--- config.mk ---
export PLATFORM = sky130hd
export DESIGN_NAME = parity_serial_tx
export DESIGN_NICKNAME = d
export VERILOG_FILES = /design/src/rtl/parity_pkg.sv /design/src/rtl/parity_tx_bit_timer.sv /design/src/rtl/parity_serial_tx.sv
export SDC_FILE = /design/constraint.sdc
export NUM_CORES = 1
export LEC_CHECK = 0
export ABC_CLOCK_PERIOD_IN_PS = 4800
export BUFFER_PORTS_ARGS = -buffer_cell sky130_fd_sc_hd__clkbuf_2
export CORE_MARGIN = 2
export CORE_UTILIZATION = 50
export DETAILED_ROUTE_END_ITERATION = 16
export PLACE_DENSITY_LB_ADDON = 0.12
export SYNTH_ARGS = -nofsm -noshare
export SYNTH_HDL_FRONTEND = slang
export SYNTH_HIERARCHICAL = 1
export SYNTH_SLANG_ARGS = --single-unit
--- constraint.sdc ---
create_clock -name clk -period 4.8 [get_ports clk]
set_clock_uncertainty 0.1 [all_clocks]
set_input_delay 0.72 -clock clk [delete_from_list [all_inputs] [get_ports clk]]
set_output_delay 0.72 -clock clk [all_outputs]
set_load 0.05 [all_outputs]
--- src/rtl/parity_pkg.sv ---
// parity_pkg: shared state encoding and parity helper used by the
// parity generator and the serial transmitter.
package parity_pkg;

   localparam logic [2:0] S_IDLE   = 3'd0;
   localparam logic [2:0] S_START  = 3'd1;
   localparam logic [2:0] S_DATA   = 3'd2;
   localparam logic [2:0] S_PARITY = 3'd3;
   localparam logic [2:0] S_STOP   = 3'd4;

   typedef enum logic [2:0] {
      ST_IDLE   = S_IDLE,
      ST_START  = S_START,
      ST_DATA   = S_DATA,
      ST_PARITY = S_PARITY,
      ST_STOP   = S_STOP
   } tx_state_e;

   // Widest word the helper handles; narrower words are zero-extended,
   // which leaves the XOR reduction unchanged.
   localparam int PAR_MAX_W = 64;

   function automatic logic calc_parity(
      input logic [PAR_MAX_W-1:0] data,
      input logic                 odd
   );
      return (^data) ^ odd;
   endfunction

endpackage

--- src/rtl/parity_tx_bit_timer.sv ---
// parity_tx_bit_timer: bit-period timer for the serial transmitter.
// Ports: clk, rst (sync, active-high), en (frame active), tick (last cycle of a bit period).
module parity_tx_bit_timer
   import parity_pkg::*;
#(
   parameter int CLKS_PER_BIT = 4
) (
   input  logic clk,
   input  logic rst,
   input  logic en,
   output logic tick
);

   localparam int TW = $clog2(CLKS_PER_BIT + 1);
   localparam logic [TW-1:0] LAST = TW'(CLKS_PER_BIT - 1);

   logic [TW-1:0] cnt_q;
   logic [TW-1:0] cnt_d;

   assign tick = en & (cnt_q == LAST);

   // Held at zero while disabled so each frame starts a fresh period.
   always_comb begin
      cnt_d = cnt_q;
      if (!en || tick) begin
         cnt_d = '0;
      end else begin
         cnt_d = cnt_q + 1'b1;
      end
   end

   always_ff @(posedge clk) begin
      if (rst) begin
         cnt_q <= '0;
      end else begin
         cnt_q <= cnt_d;
      end
   end

endmodule

--- src/rtl/parity_serial_tx.sv ---
// parity_serial_tx: frames one word as start, data LSB-first, parity, stop.
// Ports: clk, rst (sync, active-high), data_in/in_valid/in_ready handshake,
//        tx_out (idles high), busy (frame in progress), frame_done (last stop cycle).
module parity_serial_tx
   import parity_pkg::*;
#(
   parameter int DATA_W       = 8,
   parameter int CLKS_PER_BIT = 4,
   parameter bit PARITY_ODD   = 1'b0
) (
   input  logic              clk,
   input  logic              rst,
   input  logic [DATA_W-1:0] data_in,
   input  logic              in_valid,
   output logic              in_ready,
   output logic              tx_out,
   output logic              busy,
   output logic              frame_done
);

   localparam int BW = $clog2(DATA_W + 1);
   localparam logic [BW-1:0] LAST_BIT = BW'(DATA_W - 1);

   tx_state_e         state_q, state_d;
   logic [DATA_W-1:0] shift_q, shift_d;
   logic              par_q, par_d;
   logic [BW-1:0]     bit_cnt_q, bit_cnt_d;
   logic              tx_q, tx_d;
   logic              ready_q, ready_d;
   logic              busy_q, busy_d;
   logic              tick;
   logic              accept;

   assign accept     = in_valid & ready_q;
   assign in_ready   = ready_q;
   assign tx_out     = tx_q;
   assign busy       = busy_q;
   // Decoded from the state and timer flops only.
   assign frame_done = (state_q == ST_STOP) & tick;

   parity_tx_bit_timer #(
      .CLKS_PER_BIT(CLKS_PER_BIT)
   ) u_timer (
      .clk (clk),
      .rst (rst),
      .en  (state_q != ST_IDLE),
      .tick(tick)
   );

   always_comb begin
      state_d   = state_q;
      shift_d   = shift_q;
      par_d     = par_q;
      bit_cnt_d = bit_cnt_q;
      unique case (state_q)
         ST_IDLE: begin
            if (accept) begin
               state_d   = ST_START;
               shift_d   = data_in;
               par_d     = calc_parity(PAR_MAX_W'(data_in), PARITY_ODD);
               bit_cnt_d = '0;
            end
         end
         ST_START: begin
            if (tick) state_d = ST_DATA;
         end
         ST_DATA: begin
            if (tick) begin
               shift_d = shift_q >> 1;
               if (bit_cnt_q == LAST_BIT) begin
                  bit_cnt_d = '0;
                  state_d   = ST_PARITY;
               end else begin
                  bit_cnt_d = bit_cnt_q + 1'b1;
               end
            end
         end
         ST_PARITY: begin
            if (tick) state_d = ST_STOP;
         end
         ST_STOP: begin
            if (tick) state_d = ST_IDLE;
         end
         default: state_d = ST_IDLE;
      endcase
   end

   // Outputs are precomputed from next-state values so the
   // registered line changes on the same edge as the state.
   always_comb begin
      tx_d = 1'b1;
      unique case (state_d)
         ST_START:  tx_d = 1'b0;
         ST_DATA:   tx_d = shift_d[0];
         ST_PARITY: tx_d = par_d;
         default:   tx_d = 1'b1;
      endcase
      ready_d = (state_d == ST_IDLE);
      busy_d  = (state_d != ST_IDLE);
   end

   always_ff @(posedge clk) begin
      if (rst) begin
         state_q   <= ST_IDLE;
         shift_q   <= '0;
         par_q     <= 1'b0;
         bit_cnt_q <= '0;
         tx_q      <= 1'b1;
         ready_q   <= 1'b1;
         busy_q    <= 1'b0;
      end else begin
         state_q   <= state_d;
         shift_q   <= shift_d;
         par_q     <= par_d;
         bit_cnt_q <= bit_cnt_d;
         tx_q      <= tx_d;
         ready_q   <= ready_d;
         busy_q    <= busy_d;
      end
   end

endmodule

-- Yosys cells after proc, flatten, opt, wreduce, memory -nomap -nowiden
Index checks and enable logic that the tools add are counted.
- add/sub/neg operators: 2
- equality and inequality tests: 11
- multiplexer cells: 17
- bitwise operators: 3
- reduce and logical (&&, ||, !) cells: 10
- operator list (operator ; count):
    $reduce_xor 64->1 ; 1
    $mux 3 ; 6
    $mux 8 ; 2
    $pmux 8 s2 ; 1
    $eq 3x2->1 const B ; 5
    $pmux 3 s5 ; 1
    $mux 4 ; 3
    $pmux 4 s2 ; 1
    $eq 3x1->1 const B ; 2
    $logic_not 3->1 ; 2
    $reduce_bool 3->1 ; 2
    $add 4x1->4 const B ; 1
    $eq 4x3->1 const B ; 1
    $ne 2x2->1 const B ; 2
    $add 3x1->3 const B ; 1
    $and 1x1->1 ; 3
    $eq 3x3->1 const B ; 1
    $pmux 1 s3 ; 1
    $reduce_and 3->1 ; 1
    $mux 1 ; 2
    $reduce_bool 2->1 ; 1
    $reduce_or 2->1 ; 1
    $logic_not 1->1 ; 1
    $logic_or 1x1->1 ; 1
- flip-flop bits (word level): 22
- logic and storage cells: 52

-- Logic depth before layout (Yosys ltp)
Gate-level depths: netlist (run 1).
- word-level depth: 6
- depth in mapped cells: 9
- gate-level depth less buffers: 7

-- Cells and area by module
The synthesis (run 1) kept the hierarchy.
- by module, submodules not included (module ; times used ; cells each ; area each (sq um)):
    parity_serial_tx ; 1 ; 101 ; 947.2
    parity_tx_bit_timer ; 1 ; 10 ; 126.4

-- Least setup slack after synthesis (run 1)
OpenSTA, ideal clock, no wires.
- path kind: flip-flop to output port
- from: register state_q[1]
- to: output frame_done
- arrival: 1.299 ns
- required time: 3.980 ns
- path slack: 2.681 ns
- stages on the path, launching flop included: 6
- path buffers: 1
- cell sequence: dfxtp_1 buf_6 nor3_4 inv_1 and2_2 and3_1
- cells in the longest elaborated chain, start to end: 3
- elaborated cells between the ends (all ways): 4
- those cells by class: eq/ne: 1; bitwise: 2; reduce/logical: 1
- RTL lines (what ; line ; RTL):
    start, declared ; parity_serial_tx.sv:24 ; tx_state_e state_q, state_d;
    start signal, assigned ; parity_serial_tx.sv:112 ; state_q <= state_d;
    $reduce_bool 3->1 ; parity_serial_tx.sv:46 ; .en (state_q != ST_IDLE),
    $and 1x1->1 ; parity_tx_bit_timer.sv:20 ; assign tick = en & (cnt_q == LAST);
    net tick ; parity_serial_tx.sv:31 ; logic tick;
    $and 1x1->1 ; parity_serial_tx.sv:39 ; assign frame_done = (state_q == ST_STOP) & tick;
    end, declared ; parity_serial_tx.sv:18 ; output logic frame_done
The timed path passes the listed nets, and every way through them passes these cells.

-- Worst setup path in the final report (run 1)
Same ends and word-level chain as after synthesis.

==> reports/summary.json, run 1 <==
{
  "outcome": {
    "outcome": "finished clean"
  },
  "placed_design": {
    "place_hpwl_mm": 1.36,
    "io_buffers": 14,
    "routabilityCongestion": 0.780,
    "placed_cell_area_mm2": 0.00114,
    "placed_cells_incl_taps": 146,
    "place_worst_setup_slack_ps": 2470
  },
  "layout": {
    "layout_common_cells": "sky130_fd_sc_hd__dfxtp_1 (22), sky130_fd_sc_hd__clkbuf_2 (14), sky130_fd_sc_hd__a21oi_1 (11)",
    "area_delta_synth_final_pct": 8.04,
    "fraction_of_final_layout_cells_sized_beyond_drive_strength_1": 0.213,
    "sequential_cell_area_um2": 440,
    "n_fill_cell": 200,
    "post-route-cell-area_mm2": 0.00116,
    "layout.cells.non_filler": 149,
    "multiInputGateArea_um2": 582,
    "layout_commonest_cell": "sky130_fd_sc_hd__dfxtp_1",
    "antenna-diode-count": 0,
    "finalNetCount": 138,
    "utilization": 0.579
  },
  "clock_tree": {
    "clk-insertion-delay-late_ps": 300,
    "clk_pin_slew_worst_paths_ps": 110,
    "hold_buffers": 0,
    "clock_tree_from_tritoncts": "built",
    "cts-root-buf": "sky130_fd_sc_hd__clkbuf_4",
    "ctsLongestPathBuffers": 2,
    "cts-buffers-inserted": 3,
    "htree_levels": 1,
    "post_cts.resized_instances": 0,
    "cts.sink_count": 22,
    "postCtsSetupRepairBufs": 0
  },
  "synth": {
    "post_synth_num_cell_types": 40,
    "yosysWarningCount": 6,
    "synth_edf_count": 0,
    "synthCells": 111,
    "synthesis.nets": 125,
    "synth-main-ff-cell": "sky130_fd_sc_hd__dfxtp_1",
    "avgSynthCellArea_um2": 9.67,
    "syn-cell-area_mm2": 0.00107,
    "synth_async_sr_flop_share": 0,
    "yosysSeqAreaShare": 0.410,
    "synth_seq_cells": 22
  },
  "pwr": {
    "vdd_drop_max_uv": 165,
    "power.leakage_uw": 0.000444,
    "p_per_area_mw_per_mm2": 285
  },
  "route": {
    "finalWirelength_mm": 1.81,
    "post_drt_wl_per_cell_um": 12.2,
    "ant_nets": 0,
    "firstDrtPassIters": 4,
    "detail_route.vias_per_cell": 5.57,
    "vias": 830,
    "drt_first_iter_violations": 10,
    "drc_errors": 0
  },
  "die": {
    "floorplan.die_area_mm2": 0.00253,
    "rows": 16,
    "die_h_um": 50.3,
    "die_width_um": 50.3,
    "starting_density_of_the_core": 0.536,
    "design.core.area_mm2": 0.00200,
    "ioPinCount": 15
  },
  "worst_hold_path": {
    "hold_start": "u_timer/cnt_q[0]",
    "hold_end": "u_timer/cnt_q[0]",
    "timing.hold.worst.class": "reg -> reg",
    "count_of_cells_along_the_worst_hold_path": 1
  },
  "grt": {
    "track_usage": 0.168,
    "grt_overflow": 0,
    "antenna_found_initial": 0,
    "number_of_global_route_vias_before_repair": 763,
    "grt_first_pass_wirelength_mm": 3.25,
    "grt_max_degree": 21
  },
  "setup_path": {
    "worst-r2r-cell-count": 7,
    "r2r-start": "state_q[1]",
    "crit_fanout": 10,
    "timing.critical_path.arrival_ps": 1830,
    "crit_type": "reg -> out",
    "timing.critical_path.to_type": "primary output",
    "crit_path_start_kind": "register",
    "timing.reg2reg.setup_slack_ps": 2450,
    "timing.critical_path.required_ps": 3980,
    "r2r_end": "shift_q[6]"
  },
  "timing": {
    "worst_slew_pin_slew_ps": 493,
    "setup_tns_ps": 0,
    "number_of_failing_setup_endpoints_in_the_final_timing_report": 0,
    "min_period_ps": 2650,
    "number_of_pins_exceeding_their_max_slew_limit_in_the_final_report": 0,
    "max_slew_margin": 0.671,
    "finalHoldViolCount": 0,
    "worst_path_setup_slack_after_routing_ps": 2150,
    "grt_setup_unrepaired": "false",
    "timing.final.crit_share": 0.552,
    "fmax_mhz": 377
  },
  "flow_run": {
    "max_cap_viol_count": 0
  }
}
sequential cells by signal, summed over array words and instances, names as in the netlist:
| signal | count |
|---|---|
| shift_q | 8 |
| state_q | 3 |
| bit_cnt_q | 4 |
| tx_out | 1 |
| in_ready | 1 |
| busy | 1 |
| u_timer/cnt_q | 3 |
| par_q | 1 |
synthesized netlist by cell type, types with 2 or more instances:
master / number / area, µm²
sky130_fd_sc_hd__buf_2: 2 / 10.0
sky130_fd_sc_hd__buf_6: 2 / 22.5
sky130_fd_sc_hd__a22oi_1: 6 / 45.0
sky130_fd_sc_hd__nand2_1: 8 / 30.0
sky130_fd_sc_hd__and3b_1: 2 / 17.5
sky130_fd_sc_hd__xnor2_1: 7 / 61.3
sky130_fd_sc_hd__and4bb_2: 2 / 25.0
sky130_fd_sc_hd__nor3_1: 4 / 20.0
sky130_fd_sc_hd__dfxtp_1: 22 / 440
sky130_fd_sc_hd__nor4b_1: 3 / 26.3
sky130_fd_sc_hd__a21oi_1: 11 / 55.1
sky130_fd_sc_hd__nand3b_1: 4 / 30.0
sky130_fd_sc_hd__ha_1: 3 / 37.5
sky130_fd_sc_hd__inv_1: 3 / 11.3
sky130_fd_sc_hd__and2_1: 2 / 12.5
sky130_fd_sc_hd__nor2_1: 6 / 22.5
per-stage QoR:
step                hold WS, ps  total power, µW
floorplan                   303              244
global placement            323              256
detailed placement          338              256
CTS                         353              335
global route                378              349
finish                      352              331
power by group:
group / leakage, µW / switching [µW] / internal (µW)
Sequential: 0.000180 / 5.65 / 191
Clock: 0.0000138 / 49.9 / 29.3
Combinational: 0.000250 / 32.0 / 22.8
critical path, cell delays in order, from the launching register on:
cell,delay [ps]
sky130_fd_sc_hd__dfxtp_1,430
sky130_fd_sc_hd__nor3_4,340
sky130_fd_sc_hd__inv_1,130
sky130_fd_sc_hd__and2_2,250
sky130_fd_sc_hd__and3_1,160
sky130_fd_sc_hd__clkbuf_2,230
worst max-delay path by stage:
stage | from | end
floorplan | state_q[1] | frame_done
detailed placement | state_q[1] | bit_cnt_q[2]
global route | state_q[1] | frame_done
global placement | state_q[1] | frame_done
CTS | state_q[1] | frame_done
finish | state_q[1] | frame_done
layer usage:
layer	global-route usage	share of wire
met5	0	0
met3	0.0565	0.046
met4	0.0676	0.019
met2	0.265	0.42
met1	0.208	0.51
final cells by class:
cell class	count	share of cell area
sequential	22	0.380
inverter	3	0.00971
clock buffer	3	0.0194
tap	27	0.0291
multi-input combinational	80	0.502
timing repair buffer	14	0.0604
cell families (layout without fill, tap and decap cells):
group | count (synthesis) | after routing | synth area share
adder cells (fa/ha/maj) | 3 | 3 | 0.0350
AND/OR/NAND/NOR | 41 | 41 | 0.255
multiplexers | 1 | 1 | 0.00932
XOR/XNOR | 7 | 7 | 0.0571
flip-flops | 22 | 22 | 0.410
AO/OA/AOI/OAI | 28 | 28 | 0.185
buffers and inverters | 9 | 20 | 0.0478
(Power assumes the default switching activity.)
==> run 2: changes to the inputs <==
--- a/config.mk
+++ b/config.mk
@@ -5,10 +5,10 @@
 export SDC_FILE = /design/constraint.sdc
 export NUM_CORES = 1
 export LEC_CHECK = 0
-export ABC_CLOCK_PERIOD_IN_PS = 4800
+export ABC_CLOCK_PERIOD_IN_PS = 2300
 export BUFFER_PORTS_ARGS = -buffer_cell sky130_fd_sc_hd__clkbuf_2
 export CORE_MARGIN = 2
-export CORE_UTILIZATION = 50
+export CORE_UTILIZATION = 49
 export DETAILED_ROUTE_END_ITERATION = 16
 export PLACE_DENSITY_LB_ADDON = 0.12
 export SYNTH_ARGS = -nofsm -noshare
==> constraint.sdc (replaced) <==
create_clock -name clk -period 2.3 [get_ports clk]
set_clock_uncertainty 0.1 [all_clocks]
set_input_delay 0.345 -clock clk [delete_from_list [all_inputs] [get_ports clk]]
set_output_delay 0.345 -clock clk [all_outputs]
set_load 0.05 [all_outputs]
==> reports/summary.json, run 2 (synthesized netlist as in run 1, its figures left out) <==
{
  "outcome": {
    "outcome": "finished clean"
  },
  "timing": {
    "fmax_mhz": 458,
    "timing.final.crit_share": 0.949,
    "finalHoldViolCount": 0,
    "max_slew_margin": 0.708,
    "worst_path_setup_slack_after_routing_ps": 117,
    "grt_setup_unrepaired": "false",
    "min_period_ps": 2180,
    "number_of_pins_exceeding_their_max_slew_limit_in_the_final_report": 0,
    "worst_slew_pin_slew_ps": 438,
    "number_of_failing_setup_endpoints_in_the_final_timing_report": 0,
    "setup_tns_ps": 0
  },
  "clock_tree": {
    "cts-root-buf": "sky130_fd_sc_hd__clkbuf_4",
    "clk-insertion-delay-late_ps": 310,
    "cts-buffers-inserted": 3,
    "clock_tree_from_tritoncts": "built",
    "hold_buffers": 0,
    "ctsLongestPathBuffers": 2,
    "cts.sink_count": 22,
    "clk_pin_slew_worst_paths_ps": 120,
    "htree_levels": 1
  },
  "layout": {
    "fraction_of_final_layout_cells_sized_beyond_drive_strength_1": 0.244,
    "largest_register_ffs": 8,
    "n_fill_cell": 201,
    "post-route-cell-area_mm2": 0.00120,
    "antenna-diode-count": 0,
    "finalNetCount": 142,
    "layout_commonest_cell": "sky130_fd_sc_hd__dfxtp_1",
    "layout_common_cells": "sky130_fd_sc_hd__dfxtp_1 (22), sky130_fd_sc_hd__clkbuf_2 (14), sky130_fd_sc_hd__a21oi_1 (11)",
    "biggestRegsByFlops": "shift_q: 8 flops, bit_cnt_q: 4 flops",
    "area_delta_synth_final_pct": 12.1,
    "largest-register": "shift_q"
  },
  "placed_design": {
    "io_buffers": 14,
    "routabilityCongestion": 0.788,
    "placed_cell_area_mm2": 0.00117,
    "place_worst_setup_slack_ps": 149,
    "place_hpwl_mm": 1.39
  },
  "pwr": {
    "p_sw_frac": 0.263,
    "internal_power_uw": 548,
    "vdd_drop_max_uv": 387,
    "power.sequential.fraction": 0.550,
    "power_frac_clock": 0.286,
    "total_switching_power_uw": 196,
    "power.leakage_uw": 0.000472,
    "p_per_area_mw_per_mm2": 618,
    "pwr-share-comb": 0.165
  },
  "grt": {
    "grt_first_pass_wirelength_mm": 3.40,
    "track_usage": 0.173,
    "grt_overflow": 0,
    "grt_max_degree": 21,
    "number_of_global_route_vias_before_repair": 766,
    "antenna_found_initial": 0
  },
  "worst_hold_path": {
    "hold_start": "data_in[7]",
    "count_of_cells_along_the_worst_hold_path": 3,
    "timing.hold.worst.class": "in -> reg"
  },
  "setup_path": {
    "crit_path_start_kind": "register",
    "cp_cell_sequence": "nor3_4 > inv_1 > and2_2 > and3_1 > clkbuf_2",
    "r2r-start": "state_q[2]",
    "worstSetupPathDepth": 5,
    "crit_slowest_cell": "sky130_fd_sc_hd__dfxtp_1",
    "crit_fanout": 9,
    "worstSetupStartpoint": "state_q[2]",
    "timing.critical_path.arrival_ps": 1740,
    "crit_type": "reg -> out",
    "cp_delay_by_family_top": "simple AND/OR/NAND/NOR gates",
    "timing.critical_path.required_ps": 1860,
    "crit_buf_inv": 2,
    "worst-r2r-cell-count": 7,
    "slowest_delay_ps": 420,
    "timing.critical_path.to_type": "primary output"
  },
  "die": {
    "design.core.area_mm2": 0.00202,
    "die_width_um": 50.8,
    "floorplan.die_area_mm2": 0.00258,
    "ioPinCount": 15,
    "die_h_um": 50.8,
    "rows": 16,
    "starting_density_of_the_core": 0.531
  },
  "route": {
    "firstDrtPassIters": 5,
    "vias": 881,
    "drt_first_iter_violations": 27,
    "detail_route.vias_per_cell": 5.72,
    "drc_errors": 0,
    "finalWirelength_mm": 1.95,
    "post_drt_wl_per_cell_um": 12.6,
    "ant_nets": 0
  },
  "flow_run": {
    "max_cap_viol_count": 0
  }
}
-- run 2: layout make-up --
cell class	instances	area, µm²	share of cell area
Clock buffer	4	36.3	0.0301
Tap cell	27	33.8	0.0281
Inverter	3	11.3	0.00936
Timing Repair Buffer	18	100	0.0832
Multi-Input combinational cell	80	582	0.483
Sequential cell	22	440	0.366
-- run 2: tightest hold or removal path: stages --
cell	delay, ps
sky130_fd_sc_hd__clkbuf_2	100
sky130_fd_sc_hd__nand2_1	50
sky130_fd_sc_hd__a21oi_1	50
-- run 2: final timing paths --
path | to | slack, ps
worst max-delay path | frame_done | 120
worst min-delay path | shift_q[7] | 170
worst max register to register | tx_out | 170
worst min register to register | u_timer/cnt_q[0] | 350
-- run 2: routing by layer --
layer	wire length, µm	GRT usage	vias up
li1	-	-	437
met1	1010	0.245	413
met2	815	0.257	25
met3	81	0.0268	6
met4	38	0.0811	0
met5	0	0	-
-- run 2: power by group through the flow --
stage | Sequential [µW] | Clock (µW) | Combinational, µW
after global placement | 417 | 0 | 120
after global routing | 411 | 234 | 137
final | 409 | 213 | 123
after CTS | 409 | 220 | 122
after detailed placement | 418 | 0 | 122
after floorplan | 431 | 0 | 78.1
-- run 2: repair_timing --
item	CTS	global route
setup buffers	0	0
gates resized for setup	0	0
endpoints found under the setup margin	0	1
-- run 2: stage by stage --
stage          hold WS, ps  cells  total power, µW  utilization
2_1_floorplan          303    111              509            -
3_3_place_gp           321    150              538        0.577
3_5_place_dp           331    150              540        0.577
4_1_cts                164    154              752        0.595
5_1_grt                193    154              782        0.595
6_report               174    154              744        0.595
